File: config.mk
export PLATFORM = sky130hd
export DESIGN_NAME = arm_fetch_stage_flat
export DESIGN_NICKNAME = d
export VERILOG_FILES = /design/src/rtl/arm_fetch_stage_if.sv /design/src/rtl/arm_fetch_stage.sv /design/src/flat_wrapper.sv
export SDC_FILE = /design/constraint.sdc
export NUM_CORES = 1
export LEC_CHECK = 0
export ABC_AREA = 1
export CORE_MARGIN = 1.5
export CORE_UTILIZATION = 50
export CTS_CLUSTER_DIAMETER = 40
export DETAILED_ROUTE_END_ITERATION = 10
export GPL_ROUTABILITY_DRIVEN = 0
export HOLD_SLACK_MARGIN = 0.05
export PLACE_DENSITY = 0.86
export REMOVE_ABC_BUFFERS = 1
export SETUP_SLACK_MARGIN = 0.15
export SLEW_MARGIN = 25
export SYNTH_ARGS = -nofsm -noshare
export SYNTH_HDL_FRONTEND = slang
export SYNTH_SLANG_ARGS = --single-unit
File: constraint.sdc
create_clock -name clk -period 3.2 [get_ports clk]
set_clock_uncertainty 0.15 [all_clocks]
set_input_delay 0.32 -clock clk [delete_from_list [all_inputs] [get_ports clk]]
set_output_delay 0.32 -clock clk [all_outputs]
set_load 0.005 [all_outputs]
File: src/rtl/arm_fetch_stage_if.sv
// Instruction-memory bus between the fetch stage (master) and imem (slave).
// Signals: PC (fetch address from master), Instruction (word returned same cycle).
interface arm_fetch_stage_if;
    logic [31:0] PC;
    logic [31:0] Instruction;

    modport master (output PC, input Instruction);
    modport slave (input PC, output Instruction);
endinterface

File: src/rtl/arm_fetch_stage.sv
// ARM IF stage: PC register, imem fetch, IF/ID register, redirect, fault.
// Ports: clk, rst_n, freeze, branch_taken, branch_addr, imem (master bus),
//   IF/ID outputs if_pc_plus4/if_instruction/if_valid, fetch_fault,
//   halted, fetch_count. Optional halt detection: define HALT_DETECT_EN.
module arm_fetch_stage #(
    parameter logic [31:0] RESET_PC   = 32'd0,
    parameter logic [31:0] IMEM_BYTES = 32'd1024
) (
    input  logic                      clk,
    input  logic                      rst_n,
    input  logic                      freeze,
    input  logic                      branch_taken,
    input  logic [31:0]               branch_addr,
    arm_fetch_stage_if.master         imem,
    output logic [31:0]               if_pc_plus4,
    output logic [31:0]               if_instruction,
    output logic                      if_valid,
    output logic                      fetch_fault,
    output logic                      halted,
    output logic [31:0]               fetch_count
);

    localparam logic [31:0] HALT_WORD = 32'hEAFF_FFFF;

    logic [31:0] pc_q;
    logic [31:0] pc_plus4;
    logic [31:0] target;
    logic        stopped;

    assign imem.PC  = pc_q;
    assign pc_plus4 = pc_q + 32'd4;
    // Misaligned targets are word-aligned by masking the low bits.
    assign target   = branch_addr & ~32'd3;

`ifdef HALT_DETECT_EN
    logic halted_q;
    logic is_halt;

    assign halted  = halted_q;
    assign is_halt = (imem.Instruction == HALT_WORD);
    assign stopped = fetch_fault | halted_q;
`else
    assign halted  = 1'b0;
    assign stopped = fetch_fault;
`endif

    always_ff @(posedge clk or negedge rst_n) begin
        if (!rst_n) begin
            pc_q           <= RESET_PC;
            if_pc_plus4    <= 32'd0;
            if_instruction <= 32'd0;
            if_valid       <= 1'b0;
            fetch_fault    <= 1'b0;
            fetch_count    <= 32'd0;
`ifdef HALT_DETECT_EN
            halted_q       <= 1'b0;
`endif
        end else if (branch_taken) begin
            // Redirect beats freeze; the word fetched this edge is wrong-path.
            pc_q           <= target;
            if_pc_plus4    <= 32'd0;
            if_instruction <= 32'd0;
            if_valid       <= 1'b0;
            fetch_fault    <= 1'b0;
`ifdef HALT_DETECT_EN
            halted_q       <= 1'b0;
`endif
        end else if (freeze) begin
            pc_q <= pc_q;
        end else if (stopped) begin
            if_pc_plus4    <= 32'd0;
            if_instruction <= 32'd0;
            if_valid       <= 1'b0;
        end else if (pc_q >= IMEM_BYTES) begin
            fetch_fault    <= 1'b1;
            if_pc_plus4    <= 32'd0;
            if_instruction <= 32'd0;
            if_valid       <= 1'b0;
        end else begin
            if_instruction <= imem.Instruction;
            if_pc_plus4    <= pc_plus4;
            if_valid       <= 1'b1;
            fetch_count    <= fetch_count + 32'd1;
`ifdef HALT_DETECT_EN
            // The halt word is delivered once, then PC parks on it.
            if (is_halt) begin
                halted_q <= 1'b1;
            end else begin
                pc_q <= pc_plus4;
            end
`else
            pc_q <= pc_plus4;
`endif
        end
    end

endmodule

File: src/flat_wrapper.sv
// flat-port wrapper written by rule: the top's interface ports become plain ports
module arm_fetch_stage_flat 
#(
    parameter logic [31:0] RESET_PC   = 32'd0,
    parameter logic [31:0] IMEM_BYTES = 32'd1024
)
  (clk, rst_n, freeze, branch_taken, branch_addr, if_pc_plus4, if_instruction, if_valid, fetch_fault, halted, fetch_count, imem_PC, imem_Instruction);
  arm_fetch_stage_if imem_i ();
  input  logic clk;
  input  logic rst_n;
  input  logic freeze;
  input  logic branch_taken;
  input  logic [31:0] branch_addr;
  output logic [31:0] if_pc_plus4;
  output logic [31:0] if_instruction;
  output logic if_valid;
  output logic fetch_fault;
  output logic halted;
  output logic [31:0] fetch_count;
  output wire logic [$bits(imem_i.PC)-1:0] imem_PC;
  input wire logic [$bits(imem_i.Instruction)-1:0] imem_Instruction;
  assign imem_PC = imem_i.PC;
  assign imem_i.Instruction = imem_Instruction;
  arm_fetch_stage #(.RESET_PC(RESET_PC), .IMEM_BYTES(IMEM_BYTES)) u_core (.clk(clk), .rst_n(rst_n), .freeze(freeze), .branch_taken(branch_taken), .branch_addr(branch_addr), .imem(imem_i), .if_pc_plus4(if_pc_plus4), .if_instruction(if_instruction), .if_valid(if_valid), .fetch_fault(fetch_fault), .halted(halted), .fetch_count(fetch_count));
endmodule
# Word level (Yosys, flattened, before mapping)
# Index checks and enable logic that the tools add are counted.
# totals
elab_cells	38
regBits	130
in_bits	68
output_inout_bits	131
# classes
magnitude_cmp	1
eq_ne	3
n_mux	20
n_reduce_logical	2
add_sub_neg	2
bitwise_logic	4
# op_table
cell	n
32-bit 2-to-1 mux	12
32-bit by 1-bit adder with 32-bit output, second input constant	1
32-bit by 3-bit adder with 32-bit output, second input constant	1
32-bit by 11-bit >= comparator with 1-bit output, second input constant	1
1-bit 2-to-1 mux	8
2-bit inequality test, second input constant	2
1-bit NOT	4
4-bit AND reduction	1
3-bit AND reduction	1
2-bit by 1-bit inequality test with 1-bit output, second input constant	1

# Depth between registers and ports, before layout
# Gate-level depths: netlist of the first run.
# depth
word_depth	5
ltp_mapped	10
mapped_depth_nobuf	10

# Least setup slack after synthesis of the first run
# Ideal clock, no wire load.
# synth_path
kind	register to register
startpoint	register u_core.fetch_count[0]
endpoint	register u_core.fetch_count[28]
t_required_ps	2934
path_stages_with_launch	11
path_slack_ps	1627
path_buffers	0
synth_period_minus_slack_ps	1573
t_arrival_ps	1307
setup_time_ps	116
path_cell_list	dfrtp_1 ha_1 inv_1 nor2_4 inv_1 nor2_2 nand2_1 nand2_1 nand2_1 nand2_1 nand2_1
# synth_via
elab_chain_len	1
# synth_lines
item	line_no	text
from (decl)	arm_fetch_stage.sv:20	output logic [31:0] fetch_count
from (signal assigned)	arm_fetch_stage.sv:83	fetch_count <= fetch_count + 32'd1;
32-bit by 1-bit adder with 32-bit output	arm_fetch_stage.sv:83	
# Every way passes these cells.
# A chain may end at the register's enable or synchronous reset.

# Final worst setup path of the first run
# layout_path
startpoint	register u_core.pc_q[28] (netlist: u_core.imem.PC[28])
endpoint	register u_core.fetch_count[2]
# layout_via
elab_chain_len	3
# layout_lines
item	line_no	text
from (decl)	arm_fetch_stage.sv:25	logic [31:0] pc_q;
from (signal assigned)	arm_fetch_stage.sv:60	pc_q <= target;
from (signal assigned)	arm_fetch_stage.sv:69	pc_q <= pc_q;
from (signal assigned)	arm_fetch_stage.sv:92	pc_q <= pc_plus4;
32-bit by 11-bit >= comparator with 1-bit output	arm_fetch_stage.sv:74	end else if (pc_q >= IMEM_BYTES) begin
1-bit NOT (no source line)	-	
4-bit AND reduction (no source line)	-	
# Every way passes these cells.

==> flow_summary.toml, run 1 <==
[status]
status = "completed"

[sta]
relSlewSlack = 0.515
rsz0062_at_grt = "false"
fin_crit_sh = 0.655
setup_viol = 0
worst_slew_pin_slew_ns = 0.726
hold_viol = 0
fin_tns_setup_ns = 0
fmax_ghz = 0.477
slew_viol_final = 0
min_period_ns = 2.09

[clock_tree]
cts-htree-levels = 4
cts_tree = "yes"
path_clk_slew_ns = 0.06
cts_root_buf = "clkbuf_16"
cts_buffers = 17
post_cts_buffers = 0
clock_path_buffers = 2
numClockSinks = 127
clock_latency_ns = 0.40

[synthesis]
synth_area_sq_um = 6010
yosysMostFrequentCell = "nand2_1"
synth-main-ff-cell = "dfrtp_1"
synth_common_cells = "nand2_1, dfrtp_1, nor2_1, inv_1, nand3_1"
yosysWarnings = 0
ys_seq_elements = 127
syn_avg_cell_area_sq_um = 7.49
ys_types = 22
async_flop_share = 1.00
yosysTopAreaCellShare = 0.528
synth_top_area_cell = "dfrtp_1"
synthCells = 803
synth_edf_count = 0
seq_area_frac_synth = 0.528
synth.area.top_cells = "dfrtp_1, nand2_1, nor2_1"

[power_and_ir_drop]
power.density_nw_per_um2 = 452
max-vdd-ir-drop_uv = 263
p_leak_nw = 4.12
totalPowerFinal_w = 0.00390

[drt]
vias = 5645
first_iter_violations = 484
remaining_drc_errors = 0
drtAntennaViolNets = 0
routedWlPerCell_um = 13.5
viasPerCell = 4.90
wl_mm = 15.5
first_pass_iters = 5

[setup_path]
critPathKind = "reg2reg"
worstReg2RegStart = "u_core.imem.PC[28]"
cp.required_ns = 3.32
end_kind = "flop"
cp_data_arrival_time_ns = 2.21
cp-start-kind = "flop"
worstSetupStartpoint = "u_core.imem.PC[28]"
crit_fanout = 32

[worst_hold_path]
hp-start = "imem_Instruction[8]"
hold_class = "in2reg"

[cells_and_area]
drive_above_1_share = 0.0496
fillCellCount = 853
antenna_cells = 0
nets = 1067
synthToLayoutAreaGrowth_pct = 43.4

[floorplanning]
die_x_um = 113
start_util = 0.520
die_area_sq_um = 12700
die-height_um = 113
io_pins = 199
fp.coreArea_sq_um = 11600
num_rows = 39

[global_routing]
grt_max_degree = 66
globalRoute.totalOverflow = 0
grt_pass1_vias = 5569
track_usage = 0.261
grt_pass1_wl_mm = 26.4
antenna_found_initial = 0

[placement]
dp_hpwl_mm = 10.8
numPortBuffers = 193

[flow_run]
cap_violations = 0
## stage by stage
step / hold WS (ns) / instance area, sq um / setup WS [ns] / instances / util
detailed placement: 0.222 / 8030 / 0.806 / 1119 / 0.694
finish: 0.293 / 8620 / 1.11 / 1152 / 0.746
CTS: 0.281 / 8620 / 1.11 / 1152 / 0.746
global route: 0.290 / 8620 / 0.915 / 1152 / 0.746
floorplan: -0.126 / 5850 / 0.715 / 777 / -
global placement: 0.226 / 8030 / 0.887 / 1119 / 0.694
## routing by layer
layer,routed length [um],vias up,part of all wire,track usage
met4,376,0,0.024,0.0970
met3,1130,33,0.073,0.0724
met2,7750,235,0.50,0.441
li1,-,2795,-,-
met5,0,-,0,0
met1,6250,2582,0.40,0.322
## worst max-delay path, cell delays in order (launching register included)
cell	delay [ns]
dfrtp_1	0.39
nor2_1	0.12
nand2_1	0.06
nor2_1	0.21
inv_1	0.06
nor2_1	0.20
nand2_1	0.25
buf_4	0.32
nand2_1	0.09
o21ai_0	0.09
## state kept, by name, indices dropped and copies added (netlist names)
| register | count |
|---|---|
| u_core.imem.PC | 30 |
| u_core.fetch_fault | 1 |
| u_core.if_valid | 1 |
| u_core.if_instruction | 32 |
| u_core.if_pc_plus4 | 31 |
| u_core.fetch_count | 32 |
## area by class of cell
class                           count  area (sq um)  area share
Clock buffer                       19           443      0.0514
Timing Repair Buffer              200          2010       0.233
Inverter                           63           236      0.0274
Sequential cell                   127          3180       0.369
Tap cell                          143           179      0.0207
Clock inverter                     13           140      0.0163
Multi-Input combinational cell    587          2440       0.283
## worst paths after layout
kind	end	slack, ns	cells after the start
min reg2reg	u_core.if_instruction[31]	0.33	2
max	u_core.fetch_count[2]	1.11	9
max reg2reg	u_core.fetch_count[2]	1.11	9
min	u_core.if_instruction[8]	0.29	3
min in group asynchronous	u_core.if_pc_plus4[17]	0.31	2
max in group asynchronous	u_core.if_instruction[26]	1.82	3
## power by group
group          internal, W  total [W]  switching [W]
clock              0.00117    0.00188       0.000714
combinational     0.000178   0.000328       0.000149
sequential         0.00165    0.00169      0.0000414
## cell families after synthesis
kind of cell               after synthesis  synth area share
other                                    1          0.000623
buffers and inverters                   91            0.0684
adders and majority gates                3           0.00624
AOI/OAI and AO/OA                       24            0.0212
and+or+nand+nor                        540             0.350
DFF                                    127             0.528
xor gates and xnor gates                17            0.0248
## layout by cell type, fill, tap and decap left out, types with 4 or more instances in the layout
cell type,n
nand2_1,415
clkdlybuf4s50_1,192
dfrtp_1,127
nor2_1,88
inv_1,60
nand3_1,26
o21ai_0,19
clkbuf_16,17
xor2_1,12
nor2_4,5
xnor2_1,5
buf_4,5
clkinvlp_4,4
## repair_timing
item | CTS | global route
resized for setup | 0 | 0
hold buffers | 1 | 0
endpoints found under the hold margin | 45 | 0
Note: power is estimated with default switching activity, not from simulation.
==> run 2: changes to the inputs <==
--- a/config.mk
+++ b/config.mk
@@ -7,12 +7,12 @@
 export LEC_CHECK = 0
 export ABC_AREA = 1
 export CORE_MARGIN = 1.5
-export CORE_UTILIZATION = 50
+export CORE_UTILIZATION = 46
 export CTS_CLUSTER_DIAMETER = 40
 export DETAILED_ROUTE_END_ITERATION = 10
 export GPL_ROUTABILITY_DRIVEN = 0
 export HOLD_SLACK_MARGIN = 0.05
-export PLACE_DENSITY = 0.86
+export PLACE_DENSITY = 0.8
 export REMOVE_ABC_BUFFERS = 1
 export SETUP_SLACK_MARGIN = 0.15
 export SLEW_MARGIN = 25
==> constraint.sdc (replaced) <==
create_clock -name clk -period 2.1 [get_ports clk]
set_clock_uncertainty 0.15 [all_clocks]
set_input_delay 0.21 -clock clk [delete_from_list [all_inputs] [get_ports clk]]
set_output_delay 0.21 -clock clk [all_outputs]
set_load 0.005 [all_outputs]
==> run 2 against run 1 <==
Compared with the run above: sequential power grew 52%; via count fell by 1.7%; routed wire length is 1.0% higher; largest power group unchanged; hold slack worse by 0.11 ns; power increased by 60%; die area grew 8.5%; highest routed layer unchanged.
==> flow_summary.toml, run 2 (synthesis gave the netlist of run 1 again) <==
[power_and_ir_drop]
max-vdd-ir-drop_uv = 546
p_leak_nw = 4.18
power.density_nw_per_um2 = 712
totalPowerFinal_w = 0.00625

[floorplanning]
start_util = 0.475
io_pins = 199
die-height_um = 117
fp.coreArea_sq_um = 12700
num_rows = 41
die_x_um = 117
die_area_sq_um = 13800

[drt]
wl_met2_mm = 7.72
routedWlPerCell_um = 13.2
drtAntennaViolNets = 0
wl_met3_mm = 1.16
viasPerCell = 4.68
first_pass_iters = 5
first_iter_violations = 355
routed.top_layer = "met4"
wl_mm = 15.7
remaining_drc_errors = 0
drt-met1-wl_mm = 6.49
vias = 5547

[setup_path]
end_kind = "output pin"
crit_fanout = 7
critPathKind = "reg2out"
cp-start-kind = "flop"
cp_data_arrival_time_ns = 1.44
worstPathCellList = "clkdlybuf4s50_1"
path_delay_family = "buffers and inverters"
cpMaxStageDelayCell = "clkdlybuf4s50_1"
cp.required_ns = 1.74
critPathBufInv = 1
slowest_delay_ns = 0.55

[cells_and_area]
layout_common_cells = "nand2_1, clkdlybuf4s50_1, dfrtp_1, nor2_1, inv_1"
layout_commonest_cell = "nand2_1"
nets = 1070
fin_cells = 1184
antenna_cells = 0
drive_above_1_share = 0.0534
synthToLayoutAreaGrowth_pct = 45.9
utilization = 0.693
fillCellCount = 1043
top_regs = "u_core.fetch_count (32), u_core.if_instruction (32), u_core.if_pc_plus4 (31)"
multi_input_area_sq_um = 2440
regArea_sq_um = 3180

[sta]
slew_viol_final = 0
fin_crit_sh = 0.858
worst_slew_pin_slew_ns = 0.673
hold_viol = 0
rsz0062_at_grt = "false"
timing.hold.ws_ns = 0.182
fin_tns_setup_ns = 0
fmax_ghz = 0.555
min_period_ns = 1.80
relSlewSlack = 0.551
setup_viol = 0

[placement]
numPortBuffers = 193
dp.cells = 1151
dp_hpwl_mm = 10.6

[clock_tree]
cts_root_buf = "clkbuf_16"
cts-htree-levels = 4
path_clk_slew_ns = 0.05
cts_buffers = 17
clock_path_buffers = 2
clock_latency_ns = 0.41
numClockSinks = 127
cts_tree = "yes"
post_cts_buffers = 0

[global_routing]
track_usage = 0.239
globalRoute.totalOverflow = 0
antenna_found_initial = 0
grt_max_degree = 128
grt_pass1_wl_mm = 26.4
grt_pass1_vias = 5358

[status]
status = "completed"

[worst_hold_path]
hold_class = "in2reg"

[flow_run]
cap_violations = 0
run 2: per-layer routing:
layer  vias up  track usage
li1       2792            -
met1      2540        0.292
met2       189        0.393
met3        26       0.0739
met4         0       0.0995
met5         -            0
run 2: final timing paths:
| check | startpoint | slack (ns) | cells past startpoint | end |
|---|---|---|---|---|
| setup / recovery | u_core.fetch_count[26] | 0.30 | 1 | fetch_count[26] |
| hold / removal | imem_Instruction[3] | 0.18 | 3 | u_core.if_instruction[3] |
| setup reg to reg | u_core.imem.PC[16] | 0.33 | 9 | u_core.fetch_count[31] |
| hold reg to reg | u_core.if_instruction[24] | 0.32 | 2 | u_core.if_instruction[24] |
| max in group asynchronous | rst_n | 0.99 | 3 | u_core.if_instruction[22] |
| min in group asynchronous | rst_n | 0.30 | 3 | u_core.if_pc_plus4[19] |
run 2: what timing repair did:
| item | CTS | global route |
|---|---|---|
| endpoints found under the hold margin | 127 | 0 |
| hold buffers | 1 | 0 |
| gates resized for setup | 0 | 3 |
| setup endpoints to repair | 0 | 15 |
run 2: area by class of cell:
| cell class | instances | area share |
|---|---|---|
| sequential | 127 | 0.362 |
| inverter | 63 | 0.0269 |
| multi-input combinational | 587 | 0.278 |
| timing repair buffer | 203 | 0.235 |
| tap | 172 | 0.0245 |
| clock inverter | 9 | 0.0177 |
| clock buffer | 23 | 0.0556 |
run 2: worst register-to-register path: stages, from the launching register on:
cell	delay, ns
dfrtp_1	0.38
nor2_1	0.12
nand2_1	0.08
nor2_1	0.19
nand2_1	0.07
nor2_1	0.16
nand2_1	0.14
buf_12	0.20
nand2_1	0.09
nand2_1	0.07
run 2: power by group:
group,switching [W],internal (W),leakage [nW]
logic,0.000232,0.000277,2.15
clock network,0.00106,0.00211,0.313
registers,0.0000617,0.00251,1.72
total,0.00135,0.00490,4.18
run 2: through the flow:
| step | instance area, sq um | setup slack (ns) |
|---|---|---|
| after floorplan | 5850 | -0.385 |
| after global placement | 8110 | 0.185 |
| after detailed placement | 8110 | 0.159 |
| after CTS | 8770 | 0.270 |
| after global routing | 8780 | 0.162 |
| final | 8780 | 0.299 |
